File: config.mk
export PLATFORM = sky130hd
export DESIGN_NAME = cpx_exec_unit
export DESIGN_NICKNAME = d
export VERILOG_FILES = /design/src/rtl/cpx_exec_unit.sv
export SDC_FILE = /design/constraint.sdc
export NUM_CORES = 1
export LEC_CHECK = 0
export BUFFER_PORTS_ARGS = -buffer_cell sky130_fd_sc_hd__buf_2
export CAP_MARGIN = 20
export CORE_MARGIN = 10
export CORE_UTILIZATION = 45
export CTS_BUF_LIST = sky130_fd_sc_hd__clkbuf_16
export DETAILED_ROUTE_END_ITERATION = 16
export GPL_ROUTABILITY_DRIVEN = 0
export MAX_ROUTING_LAYER = met4
export RECOVER_POWER = 100
export SLEW_MARGIN = 20
export SYNTH_ARGS = -nofsm -noshare
export SYNTH_HDL_FRONTEND = slang
export SYNTH_SLANG_ARGS = --single-unit
File: constraint.sdc
create_clock -name clk -period 15.91 [get_ports clk]
set_clock_uncertainty 0.2 [all_clocks]
set_input_delay 0.7955 -clock clk [delete_from_list [all_inputs] [get_ports clk]]
set_output_delay 0.7955 -clock clk [all_outputs]
set_load 0.02 [all_outputs]
File: src/rtl/cpx_exec_unit.sv
// Sequencer/execute stage of the complex-number mini-CPU: fetch operands, add or
// multiply {re,im} pairs on a single shared multiplier, write back, repeat NUM_INSTR times.
module cpx_exec_unit #(
    parameter int ADDR_W    = 5,
    parameter int DW        = 8,
    parameter int NUM_INSTR = 4
) (
    input  logic              clk,
    input  logic              rst_n,
    input  logic              start,
    output logic [ADDR_W-1:0] pc,
    input  logic              op,
    input  logic [ADDR_W-1:0] src0,
    input  logic [ADDR_W-1:0] src1,
    input  logic [ADDR_W-1:0] dst,
    output logic [ADDR_W-1:0] dm_addr,
    input  logic [2*DW-1:0]   dm_rdata,
    output logic              dm_we,
    output logic [2*DW-1:0]   dm_wdata,
    output logic              busy,
    output logic              done
);
    typedef enum logic [2:0] {
        S_IDLE, S_RD_A, S_RD_B, S_ADD, S_MUL, S_WB, S_DONE
    } state_t;

    localparam logic [ADDR_W-1:0] LAST_PC = ADDR_W'(NUM_INSTR - 1);

    state_t              state_q, state_d;
    logic [ADDR_W-1:0]   pc_q, pc_d;
    logic [2*DW-1:0]     a_q, a_d, b_q, b_d, res_q, res_d;
    logic [2*DW:0]       acc_q, acc_d, acc_sum, prod_ext;
    logic [1:0]          k_q, k_d;
    logic signed [DW-1:0]   mul_x, mul_y;
    logic signed [2*DW-1:0] prod;

    // k selects the partial product: Ar*Br, Ai*Bi, Ar*Bi, Ai*Br
    always_comb begin
        mul_x = a_q[2*DW-1:DW];
        mul_y = b_q[2*DW-1:DW];
        case (k_q)
            2'd1:    begin mul_x = a_q[DW-1:0];    mul_y = b_q[DW-1:0];    end
            2'd2:    begin mul_x = a_q[2*DW-1:DW]; mul_y = b_q[DW-1:0];    end
            2'd3:    begin mul_x = a_q[DW-1:0];    mul_y = b_q[2*DW-1:DW]; end
            default: begin mul_x = a_q[2*DW-1:DW]; mul_y = b_q[2*DW-1:DW]; end
        endcase
        prod     = mul_x * mul_y;
        prod_ext = {prod[2*DW-1], prod};
        case (k_q)
            2'd1:    acc_sum = acc_q - prod_ext;
            2'd3:    acc_sum = acc_q + prod_ext;
            default: acc_sum = prod_ext;
        endcase
    end

    always_comb begin
        state_d = state_q;
        pc_d    = pc_q;
        a_d     = a_q;
        b_d     = b_q;
        res_d   = res_q;
        acc_d   = acc_q;
        k_d     = k_q;
        dm_addr = '0;
        dm_we   = 1'b0;
        done    = 1'b0;
        busy    = (state_q != S_IDLE);
        case (state_q)
            S_IDLE: if (start) state_d = S_RD_A;
            S_RD_A: begin
                dm_addr = src0;
                a_d     = dm_rdata;
                state_d = S_RD_B;
            end
            S_RD_B: begin
                dm_addr = src1;
                b_d     = dm_rdata;
                k_d     = 2'd0;
                state_d = op ? S_MUL : S_ADD;
            end
            S_ADD: begin
                res_d   = {a_q[2*DW-1:DW] + b_q[2*DW-1:DW], a_q[DW-1:0] + b_q[DW-1:0]};
                state_d = S_WB;
            end
            S_MUL: begin
                acc_d = acc_sum;
                k_d   = k_q + 2'd1;
                // Real part is final after k1, imaginary after k3; keep only the low DW bits.
                if (k_q == 2'd1) res_d[2*DW-1:DW] = acc_sum[DW-1:0];
                if (k_q == 2'd3) begin
                    res_d[DW-1:0] = acc_sum[DW-1:0];
                    state_d       = S_WB;
                end
            end
            S_WB: begin
                dm_addr = dst;
                dm_we   = 1'b1;
                if (pc_q == LAST_PC) begin
                    state_d = S_DONE;
                end else begin
                    pc_d    = pc_q + 1'b1;
                    state_d = S_RD_A;
                end
            end
            S_DONE: begin
                done    = 1'b1;
                pc_d    = '0;
                state_d = S_IDLE;
            end
            default: state_d = S_IDLE;
        endcase
    end

    always_ff @(posedge clk or negedge rst_n) begin
        if (!rst_n) begin
            state_q <= S_IDLE;
            pc_q    <= '0;
            a_q     <= '0;
            b_q     <= '0;
            res_q   <= '0;
            acc_q   <= '0;
            k_q     <= '0;
        end else begin
            state_q <= state_d;
            pc_q    <= pc_d;
            a_q     <= a_d;
            b_q     <= b_d;
            res_q   <= res_d;
            acc_q   <= acc_d;
            k_q     <= k_d;
        end
    end

    assign pc       = pc_q;
    assign dm_wdata = res_q;
endmodule

; ---- Word-level counts from Yosys, hierarchy flattened
; Cells that the tools add are included.
[totals]
ff_bits = 75
in_bits = 35
output_inout_bits = 29
word_cells = 57
[op_classes]
addsub = 6
mul = 1
eq_ne = 14
muxes = 17
reduce_logical = 11
[ops]
columns = op, count
row1 = $pmux 17 s2, 1
row2 = $mux 8, 4
row3 = $pmux 16 s2, 1
row4 = $pmux 3 s6, 1
row5 = $add 17x17->17, 1
row6 = $sub 17x17->17, 1
row7 = $add 8x8->8, 2
row8 = $mul 8x8->16, 1
row9 = $pmux 5 s3, 1
row10 = $mux 3, 4
row11 = $pmux 5 s2, 1
row12 = $eq 3x3->1 const B, 3
row13 = $ne 2x2->1 const B, 4
row14 = $reduce_and 2->1, 4
row15 = $eq 3x2->1 const B, 2
row16 = $reduce_bool 2->1, 3
row17 = $add 5x1->5 const B, 1
row18 = $eq 5x2->1 const B, 1
row19 = $mux 5, 1
row20 = $eq 2x2->1 const B, 2
row21 = $pmux 2 s2, 1
row22 = $reduce_or 2->1, 2
row23 = $eq 3x1->1 const B, 1
row24 = $logic_not 3->1, 1
row25 = 4 further kinds, 5

; ---- Longest topological paths before layout
; Gate-level depths: netlist of run 1.
[depth]
depth_word = 8
ltp_mapped = 26
depth_no_buf = 25

; ---- Worst setup path before layout of run 1
; No wires, ideal clock.
[synth_timing]
path_kind = register to register
start = register k_q[0]
end = register res_q[15] (netlist: dm_wdata[15])
setup_ps = 142
t_arrival_ps = 5543
t_required_ps = 15568
slack_ps = 10026
stages_incl_launch_ff = 20
path_buffers = 1
synth_period_minus_slack_ps = 5884
path_cell_list = dfrtp_1 > ha_1 > or2_1 > buf_6 > mux2i_4 > or2_2 > fa_1 > fa_1 > fa_1 > fa_1 > inv_1 > ha_1 > xor2_1 > xnor2_1 > ha_1 > or3_1 > o32ai_1 > xnor2_1 > xor2_1 > o221ai_1
[synth_between]
elab_chain_cells = 8
[synth_lines]
columns = element, line_no
row1 = from (decl), 33  ; logic [1:0] k_q, k_d;
row2 = from (signal assigned), 130  ; k_q <= k_d;
row3 = $eq 2x1->1 (tied with other cells), "41, 49, 89"
row4 = $reduce_or 2->1 (no source line), -
row5 = $mux 8, 41  ; case (k_q)
row6 = $mul 8x8->16, 47  ; prod = mul_x * mul_y;
row7 = $add 17x17->17 / $sub 17x17->17 (equally long branches), "51, 50"
row8 = $pmux 17 s2, 49  ; case (k_q)
row9 = $mux 8, 89  ; if (k_q == 2'd1) res_d[2*DW-1:DW] = acc_sum[DW-1:0];
row10 = $pmux 16 s2, 68  ; case (state_q)
row11 = to (signal assigned), 128  ; res_q <= res_d;
row12 = to (decl), 31  ; logic [2*DW-1:0] a_q, a_d, b_q, b_d, res_q, res_d;
; Parallel ways exist; a longest one is shown, timed or not. The select of a mux whose other input is x is not followed.
; A chain may end at the register's enable or synchronous reset.

; ---- Final worst setup path of run 1
; Ends and elaborated chain as after synthesis.

==> results.md, run 1 <==
- Total number of vias: 3,913
- H-tree Lvls: 3
- TritonCTS Buffers: 9
- Ys async rst share: 100.0%
- Antenna Cells: 0
- Post-route DRC: 0
- Setup Viol. Count Final: 0
- Highest Clock Rate: 0.1367 GHz
- Clk slew on worst S/H paths: 0.06 ns
- Crit-path max FO: 16
- Antenna violations before repair: 0
- Clk root buf: clkbuf_16
- Vias in the first global route: 4,110
- Final nets: 677
- Die ar.: 15,600 um2
- Least-Margin Pin Slew: 3.594 ns
- Mapped Area: 4951 um2
- Clock Sink Count: 66
- FF+latch count, synth: 66
- Post-DP HPWL: 9971 um
- RSZ-0062 raised after global routing: false
- Core box area: 10,790 um2
- Clock period minus final worst setup slack: 7.316 ns
- Avg Inst Size Synth: 9.467 um2
- Crit path arrival time: 7.31 ns
- Failing checks: max-capacitance violations, max-slew violations
- Kind of critical path: register to register
- Drt via density: 5.375
- Synth warn: 0
- Setup TNS: 0 ns
- Yosys cell types: 50
- Most frequent CP cell: fa_1
- Commonest non-fill, non-tap cells in the layout: 66 x nor2_1, 66 x dfrtp_1, 50 x nand2_1, 44 x ha_1, 41 x inv_1
- Longest Clk Path Bufs: 2
- Sequential area share after synthesis: 33.36%
- CTS tree: done
- CP peak stage delay: 0.90 ns
- CP bufs+invs: 1
- Rel. slew slack: -139.6%
- Layout cells sized above 1: 15.48%
- Chip Height: 124.9 um
- Drt initial violations: 218
- Top_reg_cell synth: dfrtp_1
- Syn Nets: 617
- Largest net degree at the start of global routing: 67
- Area grow syn2layout: 13.77%
- Clk_lat worst skew: 0.34 ns
- Final period util: 45.98%
- MaxCap Viol Count: 1
- Routed wire length: 12,660 um
- Path type of the worst min-delay path: register to register
- Die width: 124.9 um
- Post-synth EDFFs: 0
- Post-cts resize count: 0
- IO Count: 64
- CP required: 15.91 ns
- Drt wl/cell: 17.39 um
- Global route total overflow: 0
- Hold Buf Count CTS: 0
- FP Rows: 38
- Crit path cell chain: ha_1, or2_0, mux2i_1, or2_2, fa_1, fa_1, fa_1, fa_1, inv_1, ha_1, xor2_1, xnor2_1, ha_1, or3_1, o32ai_1, xnor2_1, xor2_1, o221ai_1
- Final hold vios: 0
- Antenna Nets Post-Route: 0
- Worst setup EP type: register
- Critical Path Start Type: register
- Slowest CP cell: or2_0
- Delay-heaviest family, CP: adder cells
- Final Max Slew Viols: 67
- First-pass GRT wire length: 21,100 um
- DR pass1 iterations: 7
- Total Routing Usage GR: 16.74%
- Cells after Synth: 523
- Initial Util: 45.87%
- Status: finished with violations
- Port Buffers: 63
- Postcts setup bufs: 0
==> routing by layer <==
metal  up-vias  share of wire, %  global-route usage (%)  routed length (um)
li1       1909                 -                       -                   -
met1      1906                46                   20.79                5803
met2        84                49                   27.92                6201
met3        14               3.8                   2.766                 486
met4         0               1.3                   3.862                 170
met5         -                 0                       -                   0
==> synth_stat cells (2+ instances only) <==
cell       instances  area share (%)
ha_1              44              11
mux2i_4            2            0.91
and3_1             2            0.25
a211oi_1           3            0.45
a21o_1             7             1.1
a21boi_0           2            0.30
o2bb2ai_1          2            0.35
clkbuf_1          15             1.1
o21a_1             7             1.1
nor2b_1            6            0.76
o32ai_1            2            0.35
a22oi_1            5            0.76
dfrtp_1           66              33
mux2_2            29             6.6
nand2_1           50             3.8
and2_1             6            0.76
or3b_1             2            0.35
xnor2_1           24             4.2
nor2_1            66             5.0
o21ai_0           29             2.9
xnor3_1            2            0.91
nor3_1             5            0.51
nor3b_1            2            0.30
nor2_2             2            0.25
mux2i_1           12             2.4
a31oi_1           12             1.5
xor2_1            10             1.8
nand4_1            3            0.38
fa_1              15             6.1
inv_1             41             3.1
or2_2              4            0.51
or3_1              7            0.88
a21oi_1           22             2.2
==> path summary, 6_finish.rpt <==
check	from	endpoint	slack (ns)	depth (start not counted)
setup reg to reg	k_q[0]	dm_wdata[15]	8.59	18
max in group asynchronous	rst_n	acc_q[4]	11.91	2
setup / recovery	k_q[0]	dm_wdata[15]	8.59	18
min in group asynchronous	rst_n	pc[0]	1.60	2
hold / removal	acc_q[2]	acc_q[2]	0.29	2
hold reg to reg	acc_q[2]	acc_q[2]	0.29	2
==> per-stage QoR <==
| stage | cells | area (um2) | worst slack (ns) | utilization, % | hold WS, ns |
|---|---|---|---|---|---|
| 4_1_cts | 728 | 5700 | 9.110 | 52.82 | 0.2893 |
| 3_5_place_dp | 712 | 5399 | 9.146 | 50.02 | 0.2752 |
| 2_1_floorplan | 523 | 4951 | 10.03 | - | 0.2525 |
| 3_3_place_gp | 712 | 5399 | 9.315 | 50.02 | 0.2753 |
| 6_report | 728 | 5633 | 8.594 | 52.19 | 0.2911 |
| 5_1_grt | 728 | 5633 | 8.085 | 52.19 | 0.3148 |
==> state kept, by name (all words and copies together) (netlist names) <==
signal / cells
state_q: 3
dm_wdata: 16
k_q: 2
pc: 5
a_q: 16
acc_q: 8
b_q: 16
==> layout make-up <==
type	instances	area (um2)
Fill cell	998	5160
Multi-Input combinational cell	397	3048
Sequential cell	66	1652
Timing Repair Buffer	68	302.8
Clock buffer	9	225.2
Tap cell	140	175.2
Inverter	41	153.9
Clock inverter	7	76.32
==> kinds of logic after synthesis <==
logic type / count (synthesis) / share of synthesized area [%]
and+or+nand+nor: 160 / 14.58
adders and majority gates: 59 / 17.18
AOI/OAI and AO/OA: 97 / 12.23
buffers and inverters: 60 / 4.827
muxes: 43 / 9.932
DFF: 66 / 33.36
xor gates and xnor gates: 38 / 7.884
==> worst min-delay path, delay by kind of cell (launching register included) <==
| family | cells | cell delay, ns |
|---|---|---|
| DFF | 1 | 0.35 |
| and+or+nand+nor | 2 | 0.11 |
Power of run 1 is not shown: default switching activity piles up to over one toggle a cycle in this logic, so the estimate is an artifact.
==> run 2, diff against run 1 <==
--- a/config.mk
+++ b/config.mk
@@ -13,6 +13,7 @@
 export DETAILED_ROUTE_END_ITERATION = 16
 export GPL_ROUTABILITY_DRIVEN = 0
 export MAX_ROUTING_LAYER = met4
+export PLACE_DENSITY = 0.67
 export RECOVER_POWER = 100
 export SLEW_MARGIN = 20
 export SYNTH_ARGS = -nofsm -noshare
==> constraint.sdc (replaced) <==
create_clock -name clk -period 6 [get_ports clk]
set_clock_uncertainty 0.2 [all_clocks]
set_input_delay 0.3 -clock clk [delete_from_list [all_inputs] [get_ports clk]]
set_output_delay 0.3 -clock clk [all_outputs]
set_load 0.02 [all_outputs]
==> results.md, run 2 (synthesized netlist as in run 1, its figures left out) <==
- Status: finished with violations
- Failing checks: max-capacitance violations, max-slew violations
- Critical Path Start Type: register
- Antenna Nets Post-Route: 0 (unchanged)
- FP Rows: 38 (unchanged)
- Area after DPL: 5534 um2 (+2.5%)
- H-tree Lvls: 3 (unchanged)
- Filler instances: 955 (-4.3%)
- Port Buffers: 63 (unchanged)
- Clk root buf: clkbuf_16
- Final hold slack: 0.001496 ns (-0.2896 ns)
- Total Routing Usage GR: 16.91% (+0.17 points)
- CTS tree: done
- Final period util: 98.04% (+52 points)
- Drt initial violations: 279 (+28%)
- First-pass GRT wire length: 21,120 um (about the same)
- Worst setup EP type: register
- DR pass1 iterations: 5 (-2)
- Final Max Slew Viols: 67 (unchanged)
- Final nets: 705 (+4.1%)
- Most common cell after layout, fill and taps aside: dfrtp_1
- Clk slew on worst S/H paths: 0.06 ns (about the same)
- Drt via density: 5.411 (+0.66%)
- Post-route DRC: 0 (unchanged)
- Least-Margin Pin Slew: 3.597 ns (+0.002705 ns)
- Total number of vias: 4,085 (+4.4%)
- TritonCTS Buffers: 9 (unchanged)
- Crit-path max FO: 3 (-13)
- Layout cells sized above 1: 26.02% (+11 points)
- MaxCap Viol Count: 1 (unchanged)
- Area grow syn2layout: 22.39%
- Vias in the first global route: 4,249 (+3.4%)
- Largest net degree at the start of global routing: 67 (unchanged)
- Chip Height: 124.9 um (unchanged)
- Clk_lat worst skew: 0.34 ns (about the same)
- Crit path arrival time: 5.91 ns (-1.40 ns)
- Clock Sink Count: 66 (unchanged)
- Final Cell Area: 6060 um2 (+7.6%)
- IO Count: 64 (unchanged)
- Routed wire length: 13,300 um (+5.1%)
- Antenna Cells: 0 (unchanged)
- Drt wl/cell: 17.62 um (+1.3%)
- Kind of critical path: register to register
- Path type of the worst min-delay path: input pin to register
- Clock period minus final worst setup slack: 5.883 ns (-1.433 ns)
- Final hold vios: 0 (unchanged)
- Die ar.: 15,600 um2 (unchanged)
- Initial Util: 45.87% (unchanged)
- Highest Clock Rate: 0.1700 GHz (+24%)
- CP required: 6.02 ns (-9.89 ns)
- Core box area: 10,790 um2 (unchanged)
- Global route total overflow: 0 (unchanged)
- Rel. slew slack: -139.8% (-0.18 points)
- Longest Clk Path Bufs: 2 (unchanged)
- Antenna violations before repair: 0 (unchanged)
- Die width: 124.9 um (unchanged)
- Commonest non-fill, non-tap cells in the layout: 65 x dfrtp_1, 60 x nor2_1, 50 x nand2_1, 35 x ha_1, 35 x buf_2
- Setup Viol. Count Final: 0 (unchanged)
- Post-DP HPWL: 10,040 um (+0.67%)
## run 2: cell count changes in the layout (fill, tap and decap cells not counted), moves of 4 or more
cell     change
buf_4       +19
ha_1         -9
inv_2        +8
buf_6        +7
inv_1        -7
nor2_1       -6
ha_2         +5
mux2i_1      -5
ha_4         +4
mux2i_2      +4
nor2_2       +4
## run 2: routing by layer
layer	vias to the layer above	GRT usage, %	wire length [um]
met3	22	2.340	431
met2	78	28.29	6730
met5	-	-	0
met4	0	5.894	238
met1	2028	20.45	5903
li1	1957	-	-
## run 2: critical path: stages, from the launching register on
cell     delay, ns
dfrtp_1       0.42
inv_2         0.08
ha_4          0.17
or3b_4        0.41
and2_4        0.15
buf_6         0.12
nor2_4        0.07
ha_2          0.18
inv_2         0.04
fa_1          0.55
inv_2         0.05
ha_4          0.25
inv_2         0.03
fa_1          0.53
inv_1         0.04
ha_2          0.18
inv_2         0.05
fa_1          0.45
a31oi_2       0.22
xnor2_1       0.10
ha_2          0.19
or3_4         0.38
o32ai_4       0.29
buf_6         0.15
and2_4        0.13
mux2i_2       0.06
xnor2_1       0.18
o21ai_1       0.08
## run 2: timing repair
action / in CTS / in global routing
endpoints found under the hold margin: 27 / 0
hold buffers: 3 / 0
setup buffers: 0 / 7
endpoints found under the setup margin: 2 / 5
pin swaps: 1 / 28
gates resized for setup: 2 / 57
## run 2: area by class of cell
type / count / area [um2] / share of cell area (%)
multi-input combinational: 397 / 3242 / 53.50
sequential: 66 / 1653 / 27.28
timing repair buffer: 96 / 550.5 / 9.085
clock inverter: 6 / 60.06 / 0.9911
tap: 140 / 175.2 / 2.891
clock buffer: 9 / 225.2 / 3.717
inverter: 41 / 153.9 / 2.540
## run 2: path summary, 6_finish.rpt
path / start / to / slack, ns / depth (start not counted)
worst min register to register: acc_q[0] / acc_q[0] / 0.29 / 2
worst max register to register: k_q[1] / acc_q[7] / 0.12 / 27
worst min-delay path: dm_rdata[8] / a_q[8] / 0.001 / 2
min in group asynchronous: rst_n / acc_q[1] / 1.63 / 3
worst max-delay path: k_q[1] / acc_q[7] / 0.12 / 27
max in group asynchronous: rst_n / k_q[0] / 1.68 / 3
## run 2: through the flow
stage / setup slack, ns / setup TNS, ns / instances / utilization (%)
3_3_place_gp: 0.08463 / 0 / 730 / 51.28
2_1_floorplan: 0.1157 / 0 / 523 / -
5_1_grt: -0.02880 / -0.02880 / 755 / 56.14
6_report: 0.1174 / 0 / 755 / 56.14
3_5_place_dp: -0.04408 / -0.06172 / 730 / 51.28
4_1_cts: 0.01358 / 0 / 748 / 54.29
Power of run 2 is left out for the same reason.
==> run 3, diff against run 2 <==
--- a/config.mk
+++ b/config.mk
@@ -7,13 +7,15 @@
 export LEC_CHECK = 0
 export BUFFER_PORTS_ARGS = -buffer_cell sky130_fd_sc_hd__buf_2
 export CAP_MARGIN = 20
+export CELL_PAD_IN_SITES_DETAIL_PLACEMENT = 0
+export CELL_PAD_IN_SITES_GLOBAL_PLACEMENT = 2
 export CORE_MARGIN = 10
-export CORE_UTILIZATION = 45
+export CORE_UTILIZATION = 33
 export CTS_BUF_LIST = sky130_fd_sc_hd__clkbuf_16
 export DETAILED_ROUTE_END_ITERATION = 16
 export GPL_ROUTABILITY_DRIVEN = 0
 export MAX_ROUTING_LAYER = met4
-export PLACE_DENSITY = 0.67
+export PLACE_DENSITY_LB_ADDON = 0.1
 export RECOVER_POWER = 100
 export SLEW_MARGIN = 20
 export SYNTH_ARGS = -nofsm -noshare
==> results.md, run 3 (synthesized netlist as in run 1, its figures left out) <==
- Crit path arrival time: 5.82 ns (-0.09 ns)
- Path type of the worst min-delay path: input pin to register
- Hold wc startpoint: dm_rdata[0]
- CP required: 6.02 ns (about the same)
- Final period util: 96.64% (-1.4 points)
- Die width: 142.5 um (+14%)
- IO Count: 64 (unchanged)
- Worst Hold Path EP: b_q[0]
- R2r startpoint: k_q[1]
- Total Routing Usage GR: 14.82% (-2.1 points)
- Post-DP HPWL: 11,290 um (+12%)
- Worst setup EP type: register
- Area grow syn2layout: 25.70%
- Largest net degree at the start of global routing: 67 (unchanged)
- Routed wire length: 14,130 um (+6.2%)
- Crit-path max FO: 3 (unchanged)
- Clock period minus final worst setup slack: 5.799 ns (-0.08401 ns)
- Critical Path Start Type: register
- First-pass GRT wire length: 22,670 um (+7.3%)
- Core box area: 14,640 um2 (+36%)
- Worst hold stages: 2 (unchanged)
- RSZ-0062 raised after global routing: true
- Least-Margin Pin Slew: 3.717 ns (+0.1200 ns)
- Filler instances: 1,481 (+55%)
- Drt initial violations: 152 (-46%)
- Vias in the first global route: 4,137 (-2.6%)
- Drt via density: 4.908 (-9.3%)
- Status: finished with violations
- Drt wl/cell: 17.58 um (-0.25%)
- Total number of vias: 3,946 (-3.4%)
- Final hold vios: 0 (unchanged)
- Commonest non-fill, non-tap cells in the layout: 65 x dfrtp_1, 61 x nor2_1, 50 x nand2_1, 35 x buf_2, 34 x ha_1
- CTS tree: done
- Setup Viol. Count Final: 0 (unchanged)
- Die ar.: 20,300 um2 (+30%)
- Clock Sink Count: 66 (unchanged)
- R2R depth: 21 (-22%)
- DR pass1 iterations: 6 (+1)
- Clk slew on worst S/H paths: 0.06 ns (about the same)
- Layout cells sized above 1: 26.94% (+0.92 points)
- Reg2reg end: acc_q[7]
- Clk_lat worst skew: 0.34 ns (about the same)
- Initial Util: 33.81% (-12 points)
- Antenna Nets Post-Route: 0 (unchanged)
- R2R Setup Slk: 0.20 ns (+0.08 ns)
- TritonCTS Buffers: 9 (unchanged)
- Final Max Slew Viols: 67 (unchanged)
- Chip Height: 142.5 um (+14%)
- Post-route DRC: 0 (unchanged)
- Setup TNS: 0 ns (unchanged)
- FP Rows: 44 (+16%)
- Rel. slew slack: -147.8% (-8.0 points)
- Longest Clk Path Bufs: 2 (unchanged)
- Antenna violations before repair: 0 (unchanged)
- Port Buffers: 63 (unchanged)
- H-tree Lvls: 3 (unchanged)
- Kind of critical path: register to register
- Most common cell after layout, fill and taps aside: dfrtp_1
- Failing checks: max-capacitance violations, max-slew violations
- Clk root buf: clkbuf_16
- MaxCap Viol Count: 1 (unchanged)
- Highest Clock Rate: 0.1725 GHz (+1.4%)
- Final nets: 709 (+0.57%)
- Antenna Cells: 0 (unchanged)
- Global route total overflow: 0 (unchanged)
run 3: cell count changes in the layout (fill, tap and decap cells not counted), sizes merged:
cell	change
buf	+1
bufinv	-1
clkinvlp	+1
dlygate4sd3	+3
inv	-1
clkinv	+2
run 3: metal layers:
metal / GRT usage (%) / wire (um) / share of wire (%)
met1: 18.68 / 6618 / 47
met3: 2.670 / 430 / 3.0
met2: 23.55 / 6856 / 49
met4: 4.886 / 225 / 1.6
met5: - / 0 / 0
run 3: worst max path at each step:
| stage | startpoint | end | slack [ns] | cells after the start |
|---|---|---|---|---|
| global placement | k_q[0] | dm_wdata[15] | -0.08 | 19 |
| CTS | k_q[0] | dm_wdata[15] | 0.004 | 25 |
| detailed placement | k_q[0] | dm_wdata[15] | -0.14 | 19 |
| floorplan | k_q[0] | dm_wdata[15] | 0.12 | 19 |
| finish | k_q[1] | acc_q[7] | 0.20 | 21 |
| global route | k_q[1] | acc_q[7] | -0.06 | 27 |
run 3: what timing repair did:
action,4_1_cts,5_1_grt
hold buffers,6,0
gates resized for setup,9,62
endpoints found under the hold margin,8,0
pin swaps,1,30
setup endpoints to repair,3,3
setup buffers,0,4
run 3: final cells by class:
class	instances	area, um2	share of cell area [%]
timing repair buffer	100	593.1	9.530
clock inverter	7	46.29	0.7439
inverter	41	153.9	2.473
multi-input combinational	397	3322	53.38
tap	184	230.2	3.699
clock buffer	9	225.2	3.619
sequential	66	1653	26.56
run 3: per-stage QoR:
stage,util [%],area [um2],hold WS [ns],cells,worst slack (ns)
6_report,42.50,6223,0.007795,804,0.2014
2_1_floorplan,-,4951,-0.1956,523,0.1157
3_3_place_gp,38.37,5619,0.2764,778,-0.07617
5_1_grt,42.50,6223,0.005252,804,-0.05750
4_1_cts,40.86,5983,0.0005915,800,0.003697
3_5_place_dp,38.37,5619,0.2824,778,-0.1396
run 3: critical path: stages (launching register included):
cell	delay (ns)
dfrtp_1	0.41
inv_2	0.07
ha_4	0.17
or3b_4	0.39
and2_4	0.15
or2_4	0.25
fa_2	0.38
fa_1	0.52
fa_1	0.45
fa_1	0.55
inv_1	0.07
ha_4	0.25
xor2_2	0.18
xnor2_1	0.14
ha_2	0.19
or3_1	0.35
o32ai_2	0.30
buf_4	0.20
and2_4	0.14
mux2i_2	0.06
xnor2_1	0.19
o21ai_1	0.08
Power of run 3 is left out for the same reason.
